--- src/rtl/sw_seq_fsm.sv ---
// -----------------------------------------------------------------------------
// sw_seq_fsm
// -----------------------------------------------------------------------------
// Switch-driven sequencer: IDLE -> ST1..ST4 with one LED pattern per state.
// The raw board switches pass through a 2-flop synchroniser and a stability
// filter before they reach the FSM. Each non-IDLE state has an inactivity
// timeout that returns to IDLE. An enable freezes the FSM and the timeout.
// Two registered status pulses report a state change (chg) and a timeout
// return (tmo).
//
// Parameters
//   SW_W        switch / LED width (>= 2)
//   STABLE_CYC  consecutive equal synced samples before sw_f updates (>= 1)
//   TIMEOUT_CYC cycles without a transition in ST1..ST4 before returning
//               to IDLE (0 disables the timeout)
//   CODE1..4    switch codes selecting ST1..ST4 (distinct, nonzero)
//
// Ports
//   clk    in   1     system clock, rising edge
//   rst    in   1     asynchronous reset, active low
//   en     in   1     1 = FSM and timeout advance, 0 = both frozen
//   sw     in   SW_W  raw asynchronous switch inputs
//   led    out  SW_W  LED pattern: IDLE = 0, STn = CODEn
//   state  out  3     IDLE=0, ST1=1, ST2=2, ST3=3, ST4=4
//   chg    out  1     one-cycle pulse on the edge where state changes
//   tmo    out  1     one-cycle pulse on the edge of a timeout return
//
// Build option
//   SW_FSM_MEALY_EN  defined: led is combinational from (state, sw_f, en)
//                    and shows the code of the state about to be entered,
//                    one cycle ahead of the state register.
//                    undefined (default): led is registered alongside the
//                    state and depends only on the state.
// -----------------------------------------------------------------------------
module sw_seq_fsm #(
    parameter int               SW_W        = 3,
    parameter int               STABLE_CYC  = 4,
    parameter int               TIMEOUT_CYC = 1000,
    parameter logic [SW_W-1:0]  CODE1       = SW_W'(3'd1),
    parameter logic [SW_W-1:0]  CODE2       = SW_W'(3'd2),
    parameter logic [SW_W-1:0]  CODE3       = SW_W'(3'd4),
    parameter logic [SW_W-1:0]  CODE4       = {SW_W{1'b1}}
) (
    input  logic            clk,
    input  logic            rst,
    input  logic            en,
    input  logic [SW_W-1:0] sw,
    output logic [SW_W-1:0] led,
    output logic [2:0]      state,
    output logic            chg,
    output logic            tmo
);

    typedef enum logic [2:0] {
        S_IDLE = 3'd0,
        S_ST1  = 3'd1,
        S_ST2  = 3'd2,
        S_ST3  = 3'd3,
        S_ST4  = 3'd4
    } state_t;

    // Stability counter saturates at STABLE_CYC, so it needs one extra code.
    localparam int               STB_W    = (STABLE_CYC < 1) ? 1 : $clog2(STABLE_CYC + 1);
    localparam logic [STB_W-1:0] STB_LAST = STB_W'(STABLE_CYC);

    // Timeout counter only ever reaches TIMEOUT_CYC-1 before it clears.
    localparam int               TMO_W    = (TIMEOUT_CYC < 2) ? 1 : $clog2(TIMEOUT_CYC);
    localparam logic [TMO_W-1:0] TMO_LAST = (TIMEOUT_CYC < 1) ? {TMO_W{1'b0}} : TMO_W'(TIMEOUT_CYC - 1);
    localparam logic             TMO_ON   = (TIMEOUT_CYC > 0) ? 1'b1 : 1'b0;

    // Legal transition table; any code not listed keeps the current state.
    // Encodings outside IDLE..ST4 fall back to IDLE.
    function automatic state_t next_of(input state_t s, input logic [SW_W-1:0] f);
        state_t n;
        n = s;
        case (s)
            S_IDLE: begin
                if (f == CODE1)      n = S_ST1;
                else if (f == CODE2) n = S_ST2;
                else                 n = S_IDLE;
            end
            S_ST1: begin
                if (f == CODE2) n = S_ST2;
                else            n = S_ST1;
            end
            S_ST2: begin
                if (f == CODE3) n = S_ST3;
                else            n = S_ST2;
            end
            S_ST3: begin
                if (f == {SW_W{1'b0}}) n = S_IDLE;
                else if (f == CODE4)   n = S_ST4;
                else if (f == CODE1)   n = S_ST1;
                else                   n = S_ST3;
            end
            S_ST4: begin
                if (f == CODE3) n = S_ST3;
                else            n = S_ST4;
            end
            default: n = S_IDLE;
        endcase
        return n;
    endfunction

    // LED pattern shown for a given state.
    function automatic logic [SW_W-1:0] code_of(input state_t s);
        logic [SW_W-1:0] c;
        case (s)
            S_IDLE:  c = {SW_W{1'b0}};
            S_ST1:   c = CODE1;
            S_ST2:   c = CODE2;
            S_ST3:   c = CODE3;
            S_ST4:   c = CODE4;
            default: c = {SW_W{1'b0}};
        endcase
        return c;
    endfunction

    // Input conditioning state.
    logic [SW_W-1:0]  r_sync1;
    logic [SW_W-1:0]  r_sync2;
    logic [SW_W-1:0]  r_last;
    logic [STB_W-1:0] r_stb_cnt;
    logic [SW_W-1:0]  r_sw_f;
    logic [STB_W-1:0] w_stb_nxt;

    // FSM state.
    state_t           r_state;
    logic [TMO_W-1:0] r_tmo_cnt;
    logic             r_chg;
    logic             r_tmo;
`ifdef SW_FSM_MEALY_EN
`else
    logic [SW_W-1:0]  r_led;
`endif

    state_t           w_rule_nxt;
    logic             w_legal;
    logic             w_to_hit;
    state_t           w_next;
    logic             w_tmo_fire;

    // Run length of the current synced value; a new value starts a run of one.
    always_comb begin
        w_stb_nxt = r_stb_cnt;
        if (r_sync2 != r_last) begin
            w_stb_nxt = STB_W'(1);
        end else if (r_stb_cnt < STB_LAST) begin
            w_stb_nxt = r_stb_cnt + STB_W'(1);
        end else begin
            w_stb_nxt = r_stb_cnt;
        end
    end

    // Synchroniser and stability filter; both run regardless of en.
    always_ff @(posedge clk or negedge rst) begin
        if (!rst) begin
            r_sync1   <= {SW_W{1'b0}};
            r_sync2   <= {SW_W{1'b0}};
            r_last    <= {SW_W{1'b0}};
            r_stb_cnt <= {STB_W{1'b0}};
            r_sw_f    <= {SW_W{1'b0}};
        end else begin
            r_sync1   <= sw;
            r_sync2   <= r_sync1;
            r_last    <= r_sync2;
            r_stb_cnt <= w_stb_nxt;
            if (w_stb_nxt >= STB_LAST) begin
                r_sw_f <= r_sync2;
            end else begin
                r_sw_f <= r_sw_f;
            end
        end
    end

    // Next-state selection: a legal transition takes priority over the
    // timeout, and en=0 freezes everything.
    always_comb begin
        w_rule_nxt = next_of(r_state, r_sw_f);
        w_legal    = (w_rule_nxt != r_state);
        w_to_hit   = TMO_ON && (r_state != S_IDLE) && (r_tmo_cnt == TMO_LAST) && !w_legal;
        w_next     = r_state;
        w_tmo_fire = 1'b0;
        if (!en) begin
            w_next     = r_state;
            w_tmo_fire = 1'b0;
        end else if (w_to_hit) begin
            w_next     = S_IDLE;
            w_tmo_fire = 1'b1;
        end else begin
            w_next     = w_rule_nxt;
            w_tmo_fire = 1'b0;
        end
    end

    // FSM, inactivity counter and registered status outputs.
    always_ff @(posedge clk or negedge rst) begin
        if (!rst) begin
            r_state   <= S_IDLE;
            r_tmo_cnt <= {TMO_W{1'b0}};
            r_chg     <= 1'b0;
            r_tmo     <= 1'b0;
`ifdef SW_FSM_MEALY_EN
`else
            r_led     <= {SW_W{1'b0}};
`endif
        end else begin
            r_state <= w_next;
            r_chg   <= (w_next != r_state);
            r_tmo   <= w_tmo_fire;
            // The counter measures time spent in the current non-IDLE state.
            if ((w_next != r_state) || (r_state == S_IDLE)) begin
                r_tmo_cnt <= {TMO_W{1'b0}};
            end else if (en && TMO_ON) begin
                r_tmo_cnt <= r_tmo_cnt + TMO_W'(1);
            end else begin
                r_tmo_cnt <= r_tmo_cnt;
            end
`ifdef SW_FSM_MEALY_EN
`else
            r_led <= code_of(w_next);
`endif
        end
    end

    assign state = r_state;
    assign chg   = r_chg;
    assign tmo   = r_tmo;

`ifdef SW_FSM_MEALY_EN
    // Lead the state register by showing the pattern of the upcoming state.
    assign led = code_of(w_next);
`else
    assign led = r_led;
`endif

endmodule

--- config.mk ---
export PLATFORM = sky130hd
export DESIGN_NAME = sw_seq_fsm
export DESIGN_NICKNAME = d
export VERILOG_FILES = /design/src/rtl/sw_seq_fsm.sv
export SDC_FILE = /design/constraint.sdc
export NUM_CORES = 1
export LEC_CHECK = 0
export ABC_AREA = 1
export ABC_CLOCK_PERIOD_IN_PS = 3100
export CORE_MARGIN = 4
export CORE_UTILIZATION = 50
export CTS_BUF_LIST = sky130_fd_sc_hd__clkbuf_4 sky130_fd_sc_hd__clkbuf_8
export DETAILED_ROUTE_END_ITERATION = 6
export PLACE_DENSITY = 0.71
export SYNTH_ARGS = -nofsm -noshare
export SYNTH_HDL_FRONTEND = slang
export SYNTH_SLANG_ARGS = --single-unit
export TNS_END_PERCENT = 100
--- constraint.sdc ---
create_clock -name clk -period 3.1 [get_ports clk]
set_input_delay 0.62 -clock clk [delete_from_list [all_inputs] [get_ports clk]]
set_output_delay 0.62 -clock clk [all_outputs]
set_load 0.02 [all_outputs]
==> results of run 1 <==
worst max-delay path by stage:
stage | depth (start not counted) | end | startpoint
after floorplan | 12 | r_tmo_cnt[3]$_DFFE_PN0P_ | state[0]$_DFF_PN0_
after global placement | 7 | r_tmo_cnt[8]$_DFFE_PN0P_ | en
after detailed placement | 7 | r_tmo_cnt[8]$_DFFE_PN0P_ | en
after CTS | 1 | state[2] | state[2]$_DFF_PN0_
after global routing | 12 | r_tmo_cnt[3]$_DFFE_PN0P_ | state[2]$_DFF_PN0_
final | 12 | r_tmo_cnt[3]$_DFFE_PN0P_ | state[2]$_DFF_PN0_
stage by stage:
step / std cells / area [um2] / hold slack, ns / power [mW]
2_1_floorplan: 189 / 1630 / 0.324 / 0.899
3_3_place_gp: 246 / 1820 / 0.332 / 1.04
3_5_place_dp: 246 / 1820 / 0.336 / 1.05
4_1_cts: 254 / 1900 / 0.362 / 1.38
5_1_grt: 254 / 1900 / 0.367 / 1.47
6_report: 254 / 1900 / 0.359 / 1.36
logic make-up after synthesis:
logic type               share of synthesized area (%)
AND/OR/NAND/NOR                                   31.1
flip-flops                                        50.7
buffers and inverters                             5.68
XOR/XNOR                                          6.45
AO/OA/AOI/OAI                                     3.38
multiplexers                                      1.23
adder cells (fa/ha/maj)                           1.53
layer usage:
layer / routed length [um] / vias up / global-route usage, %
met5: 0 / - / 0
met4: 72 / 0 / 7.25
met3: 94 / 7 / 5.13
met2: 1400 / 18 / 25.4
met1: 1390 / 594 / 21.3
li1: - / 643 / -
state kept, by name (all words and copies together) (netlist names):
| signal | flops |
|---|---|
| tmo | 1 |
| led | 3 |
| r_last | 3 |
| r_sync1 | 3 |
| r_tmo_cnt | 10 |
| r_sync2 | 3 |
| r_sw_f | 3 |
| chg | 1 |
| state | 3 |
| r_stb_cnt | 3 |
report_power, final:
group	switching [mW]	internal, mW	total [mW]
sequential	0.0497	0.487	0.536
combinational	0.326	0.181	0.506
clock	0.149	0.171	0.320
total	0.525	0.838	1.36
worst max-delay path, stage by stage, from the launching register on:
cell	delay, ns
dfrtp_1	0.47
inv_2	0.12
nand2_1	0.10
nor2_2	0.15
nand4_1	0.14
nand2_1	0.15
nand2_1	0.06
nand2_1	0.06
nand4_2	0.14
nand2_1	0.14
nand3_1	0.14
nand4_4	0.23
nor2_1	0.06
cells in the final DEF (no fill, tap or decap), types with 2 or more instances in the layout:
| cell | n |
|---|---|
| xor2_1 | 7 |
| nand2_1 | 38 |
| inv_2 | 2 |
| nor2_1 | 28 |
| nand3_1 | 24 |
| dfrtp_1 | 33 |
| mux2i_1 | 2 |
| clkdlybuf4s50_1 | 13 |
| nor2_2 | 9 |
| xnor2_1 | 5 |
| inv_1 | 20 |
| o21ai_2 | 2 |
| o21ai_0 | 3 |
| nand4_1 | 2 |
| ha_1 | 2 |
| nand2_2 | 2 |
| clkbuf_4 | 5 |
final cells by class:
class | count | area [um2] | area share (%)
clock buffer | 5 | 37.5 | 1.97
clock inverter | 3 | 46.3 | 2.43
inverter | 23 | 87.6 | 4.61
multi-input combinational | 132 | 712 | 37.4
sequential | 33 | 826 | 43.4
tap | 44 | 55.1 | 2.89
timing repair buffer | 14 | 138 | 7.24
==> impl_metrics.csv, run 1 <==
group,metric,value,unit
run_status,status,"finished clean",
floorplan,std_cell_rows,20,
floorplan,initial_core_util,53.0,%
cts,clk_pin_slew_worst_paths,0.11,ns
worst_setup_path,reg2reg_depth,12,
pwr,vdd_drop_max,0.394,mV
timing,fin_crit_sh,67.5,%
cells_and_area,layout.nets,217,
placed_design,io_buffers,13,
yosys,synth_nets,197,
timing,clock.fmax,478,MHz
yosys,async_flop_share,100,%
cells_and_area,drive_gt1_share,14.3,%
yosys,synth_top_area_share,50.7,%
routing,drtIter0Drc,108,
yosys,yosysMostFrequentCell,"nand2_1",
floorplan,dieHeight,65.1,um
yosys,syn_area,0.00163,mm2
cells_and_area,syn_to_final_growth,16.7,%
cts,cts_resized,0,
pwr,leakagePower,0.892,nW
cts,clockRootBuffer,"clkbuf_4",
yosys,yosys_most_used_dff,"dfrtp_1",
yosys,synth-edff-count,0,
routing,antenna_left,0,
worst_setup_path,start_kind,"register",
global_routing,grt_pass1_vias,1207,
routing,num_vias,1262,
worst_setup_path,worstPathArrival,2.31,ns
yosys,ys_top_cells_by_count,"nand2_1, dfrtp_1, nor2_1",
cts,clock-sinks,33,
worst_setup_path,required,3.32,ns
yosys,yosysSeqAreaShare,50.7,%
yosys,yosys_register_bits,33,
cts,hold_buffers,0,
routing,drc,0,
cts,cts_tree,"yes",
worst_setup_path,path_class,"register to register",
cts,cts_setup_buffers,0,
yosys,postSynthAreaPerCell,8.63,um2
timing,finalCriticalPeriod,2.09,ns
cells_and_area,n_fill_cell,265,
global_routing,grt-ovfl-total,0,
global_routing,antenna_found_initial,0,
cts,cts_buffer_depth,2,
timing,maxSlewHeadroom,66.7,%
timing,finalWorstSetupSlack,1.01,ns
timing,finalSetupViolCount,0,
routing,wire_per_inst,11.7,um
global_routing,grt.total_usage,16.4,%
routing,routed_via_density,4.97,
floorplan,die_area,0.00424,mm2
worst_hold_path,holdPathStages,0,
worst_hold_path,min_from,"r_sync1[0]$_DFF_PN0_",
yosys,yosys-top-cells-area,"dfrtp_1, nand2_1, nand3_1",
worst_hold_path,holdPathEnd,"r_sync2[0]$_DFF_PN0_",
worst_setup_path,reg2reg_slack,1.01,ns
worst_setup_path,end_kind,"register",
worst_setup_path,regToRegStartpoint,"state[2]$_DFF_PN0_",
cts,clock_latency,0.34,ns
cells_and_area,antenna_cells,0,
floorplan,ios,14,
pwr,cellPowerDensity,716,mW/mm2
cts,cts-htree-levels,2,
placed_design,gp_congestion,0.835,
timing,max_slew.worst_pin.slew,0.497,ns
timing,tns,0,ns
timing,hold_viol_final,0,
timing,slew_viol_final,0,
routing,wl,2.96,mm
yosys,yosys_warnings,0,
global_routing,grt_max_degree,34,
placed_design,hpwl,2.27,mm
yosys,synth_area_leader_cell,"dfrtp_1",
yosys,postSynthCellCount,189,
cells_and_area,utilization,61.8,%
worst_setup_path,worstPathMaxFanout,10,
job,drv_cap,0,
cts,cts_buffers,5,
routing,dr.pass1.iters,6,
placed_design,dp_slack,0.668,ns
timing,final.setup_skew,0.0140,ns
yosys,synth.distinct_cells,25,
worst_hold_path,hold_class,"register to register",
timing,grt_setup_unrepaired,"no",
global_routing,grt_pass1_wl,5.26,mm
floorplan,core_area,0.00308,mm2
worst_setup_path,r2r_end,"r_tmo_cnt[3]$_DFFE_PN0P_",
floorplan,die_x,65.1,um
(Power assumes the default switching activity.)
==> run 2: changes to the inputs <==
--- a/config.mk
+++ b/config.mk
@@ -6,7 +6,7 @@
 export NUM_CORES = 1
 export LEC_CHECK = 0
 export ABC_AREA = 1
-export ABC_CLOCK_PERIOD_IN_PS = 3100
+export ABC_CLOCK_PERIOD_IN_PS = 2100
 export CORE_MARGIN = 4
 export CORE_UTILIZATION = 50
 export CTS_BUF_LIST = sky130_fd_sc_hd__clkbuf_4 sky130_fd_sc_hd__clkbuf_8
==> constraint.sdc (replaced) <==
create_clock -name clk -period 2.1 [get_ports clk]
set_input_delay 0.42 -clock clk [delete_from_list [all_inputs] [get_ports clk]]
set_output_delay 0.42 -clock clk [all_outputs]
set_load 0.02 [all_outputs]
==> impl_metrics.csv, run 2 (synthesis gave the netlist of run 1 again) <==
group,metric,value,unit
cts,clockRootBuffer,"clkbuf_4",
cells_and_area,n_fill_cell,233,
cts,clk_pin_slew_worst_paths,0.11,ns
routing,routed_via_density,5.07,
routing,dr.pass1.iters,4,
placed_design,hpwl,2.44,mm
global_routing,antenna_found_initial,0,
cells_and_area,regMostFlops,"r_tmo_cnt",
routing,antenna_left,0,
routing,drtIter0Drc,97,
routing,wire_per_inst,13.3,um
cts,clock_latency,0.33,ns
cts,hold_buffers,0,
cts,cts_buffer_depth,2,
worst_setup_path,start_kind,"register",
global_routing,grt-ovfl-total,0,
worst_setup_path,required,2.31,ns
job,drv_cap,0,
routing,drc,0,
floorplan,dieHeight,65.1,um
cells_and_area,layout_common_cells,"dfrtp_1, nand2_1, nor2_1",
global_routing,grt_pass1_wl,5.64,mm
cells_and_area,antenna_cells,0,
timing,maxSlewHeadroom,73.0,%
timing,final.setup_skew,0.0181,ns
worst_hold_path,hold_class,"register to register",
timing,finalCriticalPeriod,2.04,ns
pwr,cellPowerDensity,1030,mW/mm2
floorplan,core_area,0.00308,mm2
floorplan,std_cell_rows,20,
run_status,status,"finished clean",
timing,clock.fmax,489,MHz
pwr,leakagePower,0.974,nW
pwr,vdd_drop_max,0.619,mV
placed_design,gp_congestion,0.830,
floorplan,initial_core_util,53.0,%
worst_setup_path,worstPathMaxFanout,6,
routing,num_vias,1364,
cells_and_area,largest_reg_flops,10,
cts,cts_buffers,5,
worst_setup_path,path_class,"register to register",
timing,hold_ws,0.355,ns
floorplan,die_x,65.1,um
worst_setup_path,worstPathArrival,2.26,ns
cells_and_area,drive_gt1_share,29.8,%
floorplan,ios,14,
cts,cts-htree-levels,2,
global_routing,grt_max_degree,34,
timing,finalSetupViolCount,0,
global_routing,grt.total_usage,17.4,%
cells_and_area,syn_to_final_growth,30.2,%
placed_design,io_buffers,13,
timing,slew_viol_final,0,
timing,max_slew.worst_pin.slew,0.405,ns
timing,fin_crit_sh,97.3,%
cells_and_area,layout.nets,232,
timing,hold_viol_final,0,
cts,cts_tree,"yes",
worst_setup_path,end_kind,"register",
global_routing,grt_pass1_vias,1305,
cts,clock-sinks,33,
cells_and_area,final_common_cell,"dfrtp_1",
timing,tns,0,ns
routing,wl,3.58,mm
floorplan,die_area,0.00424,mm2
-- run 2: per-stage QoR --
step                cells  util (%)  instance area [um2]  power [mW]  setup slack (ns)
CTS                   261      63.9                 1970        2.05            0.0469
finish                269      68.9                 2120        2.19            0.0569
global placement      250      60.0                 1850        1.55             0.140
detailed placement    250      60.0                 1850        1.57           -0.0346
global route          269      68.9                 2120        2.33           -0.0713
floorplan             189         -                 1630        1.33             0.222
-- run 2: power by group --
part	internal, mW	leakage (nW)	switching [mW]	total, mW
clock network	0.194	0.0413	0.208	0.402
registers	0.720	0.425	0.0756	0.796
logic	0.380	0.507	0.617	0.997
-- run 2: cell type report --
class | instances | area (um2) | area share (%)
clock inverter | 1 | 5.00 | 0.236
multi-input combinational | 133 | 826 | 38.9
sequential | 33 | 827 | 39.0
clock buffer | 7 | 65.1 | 3.07
timing repair buffer | 28 | 255 | 12.0
inverter | 23 | 88.8 | 4.19
tap | 44 | 55.1 | 2.59
-- run 2: metal layers --
metal | share of wire (%) | wire (um) | up-vias | global-route usage (%)
met5 | 0 | 0 | - | 0
met4 | 2.7 | 95 | 0 | 6.99
met3 | 3.8 | 137 | 11 | 3.76
met2 | 51 | 1820 | 38 | 29.8
met1 | 43 | 1520 | 642 | 21.5
li1 | - | - | 673 | -
-- run 2: repair_timing --
action                                  CTS  global route
resized for setup                         4            25
pin swaps                                 1             8
gates cloned                              1             0
buffers inserted                          2             8
endpoints found under the setup margin    9            14
endpoints found under the hold margin     0             0
-- run 2: path summary, 6_finish.rpt --
path | start | end | slack (ns) | cells after the start
worst max-delay path | state[1]$_DFF_PN0_ | led[2]$_DFF_PN0_ | 0.06 | 14
worst min-delay path | r_sync1[1]$_DFF_PN0_ | r_sync2[1]$_DFF_PN0_ | 0.36 | 0
worst max register to register | state[1]$_DFF_PN0_ | led[2]$_DFF_PN0_ | 0.06 | 14
worst min register to register | r_sync1[1]$_DFF_PN0_ | r_sync2[1]$_DFF_PN0_ | 0.36 | 0
max in group asynchronous | rst | state[2]$_DFF_PN0_ | 1.32 | 2
min in group asynchronous | rst | state[1]$_DFF_PN0_ | 0.46 | 2
-- run 2: critical path: stages, from the launching register on --
cell and delay (ns):
dfrtp_2 0.48, inv_1 0.18, nand2_1 0.07, nor2_1 0.11, nand2_1 0.07, nand2_1 0.09, inv_1 0.05, nand3_2 0.08
nand2_1 0.11, nand4_4 0.15, inv_1 0.09, o22ai_4 0.18, inv_1 0.09, nand3_1 0.11, nand2_1 0.06
==> run 3: changes to the inputs <==
--- a/config.mk
+++ b/config.mk
@@ -9,7 +9,7 @@
 export ABC_CLOCK_PERIOD_IN_PS = 2100
 export CORE_MARGIN = 4
 export CORE_UTILIZATION = 50
-export CTS_BUF_LIST = sky130_fd_sc_hd__clkbuf_4 sky130_fd_sc_hd__clkbuf_8
+export CTS_BUF_LIST = sky130_fd_sc_hd__clkbuf_4
 export DETAILED_ROUTE_END_ITERATION = 6
 export PLACE_DENSITY = 0.71
 export SYNTH_ARGS = -nofsm -noshare
==> impl_metrics.csv, run 3 (synthesis gave the netlist of run 1 again) <==
group,metric,value,unit
timing,final.setup_skew,0.0171,ns
routing,dr.pass1.iters,4,
timing,finalSetupViolCount,0,
cells_and_area,regMostFlops,"r_tmo_cnt",
floorplan,die_area,0.00424,mm2
pwr,leakagePower,0.953,nW
floorplan,dieHeight,65.1,um
global_routing,grt-ovfl-total,0,
placed_design,io_buffers,13,
cts,clk_pin_slew_worst_paths,0.11,ns
timing,clock.fmax,489,MHz
routing,drtIter0Drc,77,
cells_and_area,largest_reg_flops,10,
timing,grt_setup_unrepaired,"yes",
cts,clock-sinks,33,
floorplan,std_cell_rows,20,
global_routing,grt_use_met2,29.5,%
floorplan,core_area,0.00308,mm2
worst_hold_path,hold_class,"register to register",
floorplan,die_x,65.1,um
routing,drc,0,
cells_and_area,antenna_cells,0,
worst_setup_path,path_class,"register to register",
worst_setup_path,start_kind,"register",
timing,hold_ws,0.355,ns
job,drv_cap,0,
global_routing,grt_use_met3,4.79,%
cells_and_area,syn_to_final_growth,26.7,%
worst_setup_path,worstPathArrival,2.26,ns
cts,clock_latency,0.33,ns
worst_setup_path,end_kind,"register",
floorplan,ios,14,
routing,num_vias,1358,
global_routing,grt_max_degree,34,
timing,fin_crit_sh,97.5,%
routing,wire_per_inst,13.0,um
global_routing,grt_pass1_vias,1310,
worst_setup_path,required,2.31,ns
timing,maxSlewHeadroom,72.4,%
global_routing,grt_busiest_layer,"met2",
routing,wl,3.49,mm
pwr,vdd_drop_max,0.588,mV
routing,antenna_left,0,
cells_and_area,layout_common_cells,"nand2_1, dfrtp_1, nor2_1",
floorplan,initial_core_util,53.0,%
timing,hold_viol_final,0,
cts,cts_buffers,5,
cts,cts-htree-levels,2,
cells_and_area,utilization,67.1,%
placed_design,hpwl,2.44,mm
cts,cts_tree,"yes",
global_routing,grt_util_met1,20.6,%
timing,max_slew.worst_pin.slew,0.414,ns
global_routing,grt.total_usage,17.3,%
pwr,cellPowerDensity,1000,mW/mm2
global_routing,antenna_found_initial,0,
cts,clockRootBuffer,"clkbuf_4",
worst_setup_path,worstPathMaxFanout,6,
run_status,status,"finished clean",
global_routing,grt_pass1_wl,5.54,mm
timing,finalCriticalPeriod,2.05,ns
cts,cts_buffer_depth,2,
placed_design,gp_congestion,0.830,
timing,slew_viol_final,0,
cells_and_area,drive_gt1_share,26.2,%
cts,hold_buffers,0,
cells_and_area,n_fill_cell,247,
routing,routed_via_density,5.05,
cells_and_area,final_common_cell,"nand2_1",
cells_and_area,layout.nets,232,
==> run 3: cell types whose count changed in the layout (fill, tap and decap cells not counted), moves of 2 or more <==
| cell | change |
|---|---|
| nand2_1 | +3 |
| clkbuf_8 | -2 |
| clkinv_1 | +2 |
| nand2_2 | -2 |
| nor2_1 | +2 |
| nor2_2 | -2 |
==> run 3: per-stage QoR <==
stage                     instances  cell area, um2  TNS (ns)  setup slack, ns  power, mW
after floorplan                 189            1630         0            0.222       1.33
after global placement          250            1850         0            0.140       1.55
after detailed placement        250            1850   -0.0600          -0.0346       1.57
after CTS                       260            1920         0        0.0000258       1.92
after global routing            269            2070    -0.295          -0.0588       2.21
final                           269            2070         0           0.0531       2.07
==> run 3: repair_timing <==
action	in CTS	in global routing
gates resized for setup	1	20
pin swaps	1	5
setup endpoints to repair	9	14
setup buffers	2	8
gates cloned	0	1
==> run 3: area by class of cell <==
type                    instances  area (um2)  share of cell area [%]
multi-input cells             133         803                    38.9
flip-flops and latches         33         827                    40.0
repair buffers                 28         243                    11.8
inverters                      23        87.6                    4.24
clock buffers                   5        37.5                    1.82
well taps                      44        55.1                    2.67
clock inverters                 3        12.5                   0.606
==> run 3: final timing paths <==
check	start	to	slack, ns	cells past startpoint
max	state[1]$_DFF_PN0_	led[1]$_DFF_PN0_	0.05	14
min	r_sync1[1]$_DFF_PN0_	r_sync2[1]$_DFF_PN0_	0.36	0
max reg2reg	state[1]$_DFF_PN0_	led[1]$_DFF_PN0_	0.05	14
min reg2reg	r_sync1[1]$_DFF_PN0_	r_sync2[1]$_DFF_PN0_	0.36	0
max in group asynchronous	rst	r_tmo_cnt[0]$_DFFE_PN0P_	1.31	2
min in group asynchronous	rst	state[1]$_DFF_PN0_	0.47	2
==> run 3: critical path, stage by stage (launching register included) <==
cell and delay [ns]:
dfrtp_2 0.47, inv_1 0.18, nand2_1 0.07, nor2_1 0.12, nand2_1 0.07, nand2_1 0.09
inv_1 0.05, nand3_2 0.07, nand2_1 0.11, nand4_4 0.15, inv_1 0.09, o22ai_4 0.18
inv_1 0.09, nand3_1 0.11, nand2_1 0.06
==> run 3: power by group <==
| part | switching [mW] | internal [mW] |
|---|---|---|
| Sequential | 0.0729 | 0.720 |
| Combinational | 0.593 | 0.365 |
| Clock | 0.201 | 0.121 |
| Total | 0.867 | 1.21 |
==> run 3: layer usage <==
| metal | vias up | wire [um] |
|---|---|---|
| li1 | 674 | - |
| met1 | 656 | 1500 |
| met2 | 22 | 1830 |
| met3 | 6 | 115 |
| met4 | 0 | 43 |
| met5 | - | 0 |
